<file path="config.mk">
export PLATFORM = sky130hd
export DESIGN_NAME = dpi_stream_sequencer
export DESIGN_NICKNAME = d
export VERILOG_FILES = /design/src/rtl/dpi_pkg.sv /design/src/rtl/dpi_stream_table.sv /design/src/rtl/dpi_stream_sequencer.sv
export SDC_FILE = /design/constraint.sdc
export NUM_CORES = 1
export LEC_CHECK = 0
export BUFFER_PORTS_ARGS = -buffer_cell sky130_fd_sc_hd__buf_2
export CORE_ASPECT_RATIO = 0.7
export CORE_MARGIN = 2
export CORE_UTILIZATION = 35
export CTS_CLUSTER_DIAMETER = 120
export DETAILED_ROUTE_END_ITERATION = 8
export GPL_TIMING_DRIVEN = 0
export PLACE_DENSITY = 0.54
export REMOVE_ABC_BUFFERS = 1
export SLEW_MARGIN = 20
export SYNTH_ARGS = -nofsm -noshare
export SYNTH_HDL_FRONTEND = slang
export SYNTH_HIERARCHICAL = 1
export SYNTH_SLANG_ARGS = --single-unit
</file>
<file path="constraint.sdc">
create_clock -name clk -period 2.36 [get_ports clk]
set_input_delay 0.118 -clock clk [delete_from_list [all_inputs] [get_ports clk]]
set_output_delay 0.118 -clock clk [all_outputs]
set_load 0.02 [all_outputs]
</file>
<file path="src/rtl/dpi_pkg.sv">
// -----------------------------------------------------------------------------
// dpi_pkg
// Shared types and constants for the DPI stream sequencer and its stream table.
//   seq_state_t   : sequencer FSM states
//   SID_W_DEFAULT : default stream ID width (table depth is 2**SID_W)
//   DRAIN_MAX     : largest drain length the 3-bit drain counter can hold
// -----------------------------------------------------------------------------
package dpi_pkg;

  localparam int SID_W_DEFAULT = 6;
  localparam int DRAIN_MAX     = 7;

  typedef enum logic [2:0] {
    IDLE   = 3'd0,
    LOAD   = 3'd1,
    GAP    = 3'd2,
    STREAM = 3'd3,
    DRAIN  = 3'd4,
    EOP    = 3'd5
  } seq_state_t;

endpackage

</file>
<file path="src/rtl/dpi_stream_table.sv">
// -----------------------------------------------------------------------------
// dpi_stream_table
// Per-stream "seen" and "enable" bits held in two 2**SID_W-bit flop vectors.
// Ports:
//   clk, rst                 : clock, synchronous active-high reset (clears both)
//   lookup_id                : combinational lookup address
//   lookup_seen/lookup_enable: bits stored for lookup_id
//   set_seen, set_id         : mark set_id as seen (end of an enabled packet)
//   cfg_we, cfg_id, cfg_enable: write one enable bit
//   clear_seen               : clear the whole seen vector (beats set_seen)
// -----------------------------------------------------------------------------
module dpi_stream_table
  import dpi_pkg::*;
#(
  parameter int SID_W = SID_W_DEFAULT
) (
  input  logic             clk,
  input  logic             rst,
  input  logic [SID_W-1:0] lookup_id,
  output logic             lookup_seen,
  output logic             lookup_enable,
  input  logic             set_seen,
  input  logic [SID_W-1:0] set_id,
  input  logic             cfg_we,
  input  logic [SID_W-1:0] cfg_id,
  input  logic             cfg_enable,
  input  logic             clear_seen
);

  localparam int DEPTH = 1 << SID_W;

  logic [DEPTH-1:0] seen_reg,   seen_next;
  logic [DEPTH-1:0] enable_reg, enable_next;

  // Per-entry next-state; a clear in the same cycle as a set leaves the entry 0.
  genvar gi;
  generate
    for (gi = 0; gi < DEPTH; gi++) begin : g_entry
      assign seen_next[gi] = clear_seen ? 1'b0 :
                             ((set_seen && (set_id == SID_W'(gi))) ? 1'b1 : seen_reg[gi]);
      assign enable_next[gi] = (cfg_we && (cfg_id == SID_W'(gi))) ? cfg_enable : enable_reg[gi];
    end
  endgenerate

  always_ff @(posedge clk) begin
    if (rst) begin
      seen_reg   <= '0;
      enable_reg <= '0;
    end else begin
      seen_reg   <= seen_next;
      enable_reg <= enable_next;
    end
  end

  assign lookup_seen   = seen_reg[lookup_id];
  assign lookup_enable = enable_reg[lookup_id];

endmodule

</file>
<file path="src/rtl/dpi_stream_sequencer.sv">
// -----------------------------------------------------------------------------
// dpi_stream_sequencer
// Sequences tagged packet bytes into the regex matcher bank:
// load_state/new_stream_id, one restore gap, the character stream, a drain
// period, then eop. Tracks seen/enabled streams in dpi_stream_table.
// Ports:
//   clk, rst                       : clock, synchronous active-high reset
//   in_vld/in_rdy/in_data/in_sop/in_eop/in_stream_id : upstream byte stream
//   cfg_we/cfg_stream_id/cfg_enable : enable-mask write
//   cfg_clear_seen                 : clear the seen table
//   load_state, new_stream_id      : packet start pulse and "unseen" flag
//   stream_id, enable              : held from load_state through eop
//   char_in, char_in_vld           : character to matchers
//   eop                            : packet finalise pulse
//   pkt_count                      : completed packets (wraps)
//   proto_err                      : sticky, SOP seen mid-packet
// All outputs except in_rdy come straight from flops.
// -----------------------------------------------------------------------------
module dpi_stream_sequencer
  import dpi_pkg::*;
#(
  parameter int DRAIN_CYCLES = 2,
  parameter int SID_W        = SID_W_DEFAULT
) (
  input  logic             clk,
  input  logic             rst,
  input  logic             in_vld,
  output logic             in_rdy,
  input  logic [7:0]       in_data,
  input  logic             in_sop,
  input  logic             in_eop,
  input  logic [SID_W-1:0] in_stream_id,
  input  logic             cfg_we,
  input  logic [SID_W-1:0] cfg_stream_id,
  input  logic             cfg_enable,
  input  logic             cfg_clear_seen,
  output logic             load_state,
  output logic             new_stream_id,
  output logic [SID_W-1:0] stream_id,
  output logic             enable,
  output logic [7:0]       char_in,
  output logic             char_in_vld,
  output logic             eop,
  output logic [31:0]      pkt_count,
  output logic             proto_err
);

  seq_state_t state_reg, state_next;

  logic [SID_W-1:0] stream_id_reg;
  logic             enable_reg;
  logic             new_stream_id_reg;
  logic             load_state_reg;
  logic [7:0]       char_reg;
  logic             char_vld_reg;
  logic             eop_reg;
  logic [31:0]      pkt_count_reg;
  logic             proto_err_reg;
  logic [2:0]       drain_cnt_reg;
  logic             first_beat_reg;

  logic lookup_seen, lookup_enable;
  logic start_pkt, accept, stray_sop, end_beat;

  assign in_rdy    = (state_reg == STREAM);
  assign accept    = in_vld && in_rdy;
  assign start_pkt = (state_reg == IDLE) && in_vld && in_sop;
  // A SOP after the first beat closes the packet; its byte is discarded.
  assign stray_sop = accept && in_sop && !first_beat_reg;
  assign end_beat  = accept && (in_eop || stray_sop);

  dpi_stream_table #(.SID_W(SID_W)) u_table (
    .clk          (clk),
    .rst          (rst),
    .lookup_id    (in_stream_id),
    .lookup_seen  (lookup_seen),
    .lookup_enable(lookup_enable),
    .set_seen     ((state_reg == EOP) && enable_reg),
    .set_id       (stream_id_reg),
    .cfg_we       (cfg_we),
    .cfg_id       (cfg_stream_id),
    .cfg_enable   (cfg_enable),
    .clear_seen   (cfg_clear_seen)
  );

  always_ff @(posedge clk) begin
    if (rst) state_reg <= IDLE;
    else     state_reg <= state_next;
  end

  always_comb begin
    state_next = state_reg;
    case (state_reg)
      IDLE:    if (start_pkt) state_next = LOAD;
      LOAD:    state_next = GAP;
      GAP:     state_next = STREAM;
      STREAM:  if (end_beat) state_next = DRAIN;
      // The counter was loaded on the final accept, one cycle before the
      // last char appears, so reaching zero here lands eop exactly
      // DRAIN_CYCLES idle cycles after that char.
      DRAIN:   if (drain_cnt_reg == 3'd0) state_next = EOP;
      EOP:     state_next = IDLE;
      default: state_next = IDLE;
    endcase
  end

  always_ff @(posedge clk) begin
    if (rst) begin
      stream_id_reg     <= '0;
      enable_reg        <= 1'b0;
      new_stream_id_reg <= 1'b0;
      load_state_reg    <= 1'b0;
      char_reg          <= '0;
      char_vld_reg      <= 1'b0;
      eop_reg           <= 1'b0;
      pkt_count_reg     <= '0;
      proto_err_reg     <= 1'b0;
      drain_cnt_reg     <= '0;
      first_beat_reg    <= 1'b0;
    end else begin
      load_state_reg <= start_pkt;
      if (start_pkt) begin
        // Latched once; later config writes do not affect this packet.
        stream_id_reg     <= in_stream_id;
        enable_reg        <= lookup_enable;
        new_stream_id_reg <= ~lookup_seen;
      end

      char_vld_reg <= accept && !stray_sop;
      if (accept && !stray_sop) char_reg <= in_data;

      if (state_reg == GAP)  first_beat_reg <= 1'b1;
      else if (accept)       first_beat_reg <= 1'b0;

      if (end_beat)
        drain_cnt_reg <= 3'(DRAIN_CYCLES);
      else if ((state_reg == DRAIN) && (drain_cnt_reg != 3'd0))
        drain_cnt_reg <= drain_cnt_reg - 3'd1;

      eop_reg <= (state_reg == DRAIN) && (drain_cnt_reg == 3'd0);

      if (state_reg == EOP) pkt_count_reg <= pkt_count_reg + 32'd1;
      if (stray_sop)        proto_err_reg <= 1'b1;
    end
  end

  assign load_state    = load_state_reg;
  assign new_stream_id = new_stream_id_reg;
  assign stream_id     = stream_id_reg;
  assign enable        = enable_reg;
  assign char_in       = char_reg;
  assign char_in_vld   = char_vld_reg;
  assign eop           = eop_reg;
  assign pkt_count     = pkt_count_reg;
  assign proto_err     = proto_err_reg;

endmodule

</file>
==> results.sh <==
export IMPL_netlist_area_sq_mm=0.00838
export IMPL_area_delta_synth_final_pct=16.5
export IMPL_synthSimpleGateAreaFrac_pct=25.2
export IMPL_period_minus_slack_ns=2.14
export IMPL_gp_congestion=0.760
export IMPL_ys_top_cells_by_area="dfxtp_1 (45%), a21oi_1 (8.4%), mux4_2 (7.5%)"
export IMPL_final_cell_mix="dfxtp_1 (187), nor2_1 (145), a21oi_1 (141)"
export IMPL_drt_total_wl_mm=21.6
export IMPL_fmax_mhz=466
export IMPL_r2r_end="pkt_count[30]"
export IMPL_h_tree_depth=4
export IMPL_post_cts_setup_buffers=0
export IMPL_via_per_inst=5.26
export IMPL_worstHoldEndpoint="stream_id[5]"
export IMPL_whs_ns=0.0338
export IMPL_vdd_ir_drop_max_uv=511
export IMPL_fin_cells=1340
export IMPL_final_common_cell="dfxtp_1"
export IMPL_synthMuxAreaShare_pct=11.4
export IMPL_die_area_sq_mm=0.0252
export IMPL_numCtsBuffers=17
export IMPL_crit_arrival_ns=2.53
export IMPL_initial_utilization_pct=35.5
export IMPL_grtUsageTotal_pct=17.5
export IMPL_die_x_microns=189
export IMPL_r2r_cells=6
export IMPL_rsz0062_at_grt="no"
export IMPL_synthCells=968
export IMPL_dpl_instance_area_sq_mm=0.00900
export IMPL_cp_start_kind="register"
export IMPL_fin_nets=1041
export IMPL_clock_latency_ns=0.44
export IMPL_synthXorXnorAreaFrac_pct=2.93
export IMPL_hold_violations=0
export IMPL_setup_viol=0
export IMPL_avgSynthCellArea_sq_um=8.65
export IMPL_synth_compound_area_share_pct=11.7
export IMPL_diodes=0
export IMPL_ys_ff_latch=187
export IMPL_r2r_start="pkt_count[0]"
export IMPL_synthArstFlopShare_pct=0
export IMPL_worst_pin_slew_ns=0.935
export IMPL_synth_warnings=6
export IMPL_ant_nets=0
export IMPL_clk_pin_slew_ns=0.07
export IMPL_cp_required_ns=2.75
export IMPL_rows=47
export IMPL_antenna_found_initial=0
export IMPL_status="finished clean"
export IMPL_cts_root_buf="clkbuf_16"
export IMPL_slew_violations=0
export IMPL_grt_ovfl_total=0
export IMPL_drt_first_pass_iters=6
export IMPL_drt_iter0_drc=500
export IMPL_grt_pass1_vias=6602
export IMPL_drive_gt1_share_pct=16.6
export IMPL_synth_area_leader_cell="dfxtp_1"
export IMPL_grt_max_degree=95
export IMPL_dpl_hpwl_mm=13.7
export IMPL_worstHoldPathType="in2reg"
export IMPL_slew_headroom_pct=37.7
export IMPL_synth_fa_ha_area_share_pct=0.448
export IMPL_fin_crit_sh_pct=90.9
export IMPL_synth_edf_count=0
export IMPL_endpoint_kind="register"
export IMPL_seq_area_frac_synth_pct=44.7
export IMPL_regToRegSetupSlack_ns=0.22
export IMPL_p_per_area_mw_per_mm2=693
export IMPL_place_inst=1300
export IMPL_cts_sinks=187
export IMPL_wl_per_cell_microns=16.1
export IMPL_cts_tree="done"
export IMPL_design_area_sq_mm=0.00976
export IMPL_fp_coreArea_sq_mm=0.0236
export IMPL_maxCapViolCount=0
export IMPL_die_y_microns=133
export IMPL_min_path_cells=3
export IMPL_grt_pass1_wl_mm=35.1
export IMPL_clockBufferDepth=2
export IMPL_port_buffers=80
export IMPL_worstHoldStart="in_stream_id[5]"
export IMPL_route_vias_total=7055
export IMPL_fin_skew_ns=0.0106
export IMPL_cp_max_fo=7
export IMPL_synth_top_family_by_area="simple AND/OR/NAND/NOR gates"
export IMPL_drc=0
export IMPL_synth_ff_type="dfxtp_1"
export IMPL_p_leak_nw=3.40
export IMPL_io_pins=81
export IMPL_synthDominantCellAreaShare_pct=44.7
export IMPL_criticalPathCategory="reg2reg"
export IMPL_total_power_mw=6.76
export IMPL_synthDistinctLibCells=52
## final cells by class
| class | instances | area (sq um) |
|---|---|---|
| inverters | 6 | 22.5 |
| flip-flops and latches | 187 | 3740 |
| clock inverters | 9 | 159 |
| clock buffers | 22 | 494 |
| repair buffers | 93 | 552 |
| well taps | 318 | 398 |
| multi-input cells | 705 | 4390 |
| fillers | 2344 | 13800 |
## per-layer routing
layer / up-vias / routed length, microns / GRT usage, %
met5: - / 0 / 0
met4: 0 / 180 / 4.47
met3: 17 / 1300 / 4.29
met2: 178 / 9140 / 25.8
met1: 3379 / 10900 / 25.6
li1: 3481 / - / -
## Yosys cell counts (5+ instances only)
| library cell | instances |
|---|---|
| dfxtp_1 | 187 |
| nor2_1 | 146 |
| a21oi_1 | 141 |
| nand2_1 | 125 |
| nand3_1 | 65 |
| clkbuf_1 | 58 |
| o21ai_0 | 29 |
| mux4_2 | 28 |
| mux2i_1 | 19 |
| xnor2_1 | 14 |
| xor2_1 | 14 |
| nand4_1 | 12 |
| nor3_1 | 11 |
| and4_1 | 8 |
| buf_2 | 7 |
| nand2b_1 | 7 |
| nor2b_1 | 7 |
| inv_1 | 6 |
| nor4bb_1 | 6 |
| and3_1 | 5 |
| mux4_1 | 5 |
| nand3b_1 | 5 |
## worst max-delay path, stage by stage (launching register included)
cell     delay, ns
dfxtp_1       0.43
ha_1          0.21
nand3_1       0.15
nor4_4        0.53
nand4_1       0.24
or4_1         0.45
nand2_1       0.08
## timing repair
| item | 4_1_cts | 5_1_grt |
|---|---|---|
| hold endpoints to repair | 15 | 0 |
| hold buffers | 9 | 0 |
| setup endpoints to repair | 1 | 8 |
| pin swaps | 0 | 0 |
| gates resized for setup | 1 | 1 |
## cells by family (layout without fill, tap and decap cells)
kind of cell	after synthesis	count (layout)
simple gates	436	436
flops	187	187
compound gates	186	186
buf+inv	76	130
mux	52	52
xor+xnor	28	28
fa+ha+maj	3	3
## worst max-delay path by stage
stage | end | cells past startpoint | startpoint
2_1_floorplan | u_table/seen_reg[5] | 5 | state_reg[2]
3_3_place_gp | u_table/seen_reg[9] | 3 | rst
3_5_place_dp | enable | 7 | in_stream_id[1]
4_1_cts | char_in[1] | 5 | state_reg[1]
5_1_grt | u_table/seen_reg[38] | 6 | state_reg[2]
6_report | pkt_count[30] | 6 | pkt_count[0]
## through the flow
step	setup TNS (ns)	setup slack [ns]	utilization [%]
after floorplan	0	0.201	-
after global placement	-70.33	-0.996	37.7
after detailed placement	-0.530	-0.500	38.2
after CTS	0	0.199	41.3
after global routing	0	0.0187	41.4
final	0	0.215	41.4
## where the power goes
part / total (mW) / switching (mW) / internal, mW
Sequential: 3.19 / 0.0224 / 3.17
Combinational: 0.388 / 0.263 / 0.125
Clock: 3.18 / 1.26 / 1.92
No activity file was read; power rests on OpenSTA's default activity.
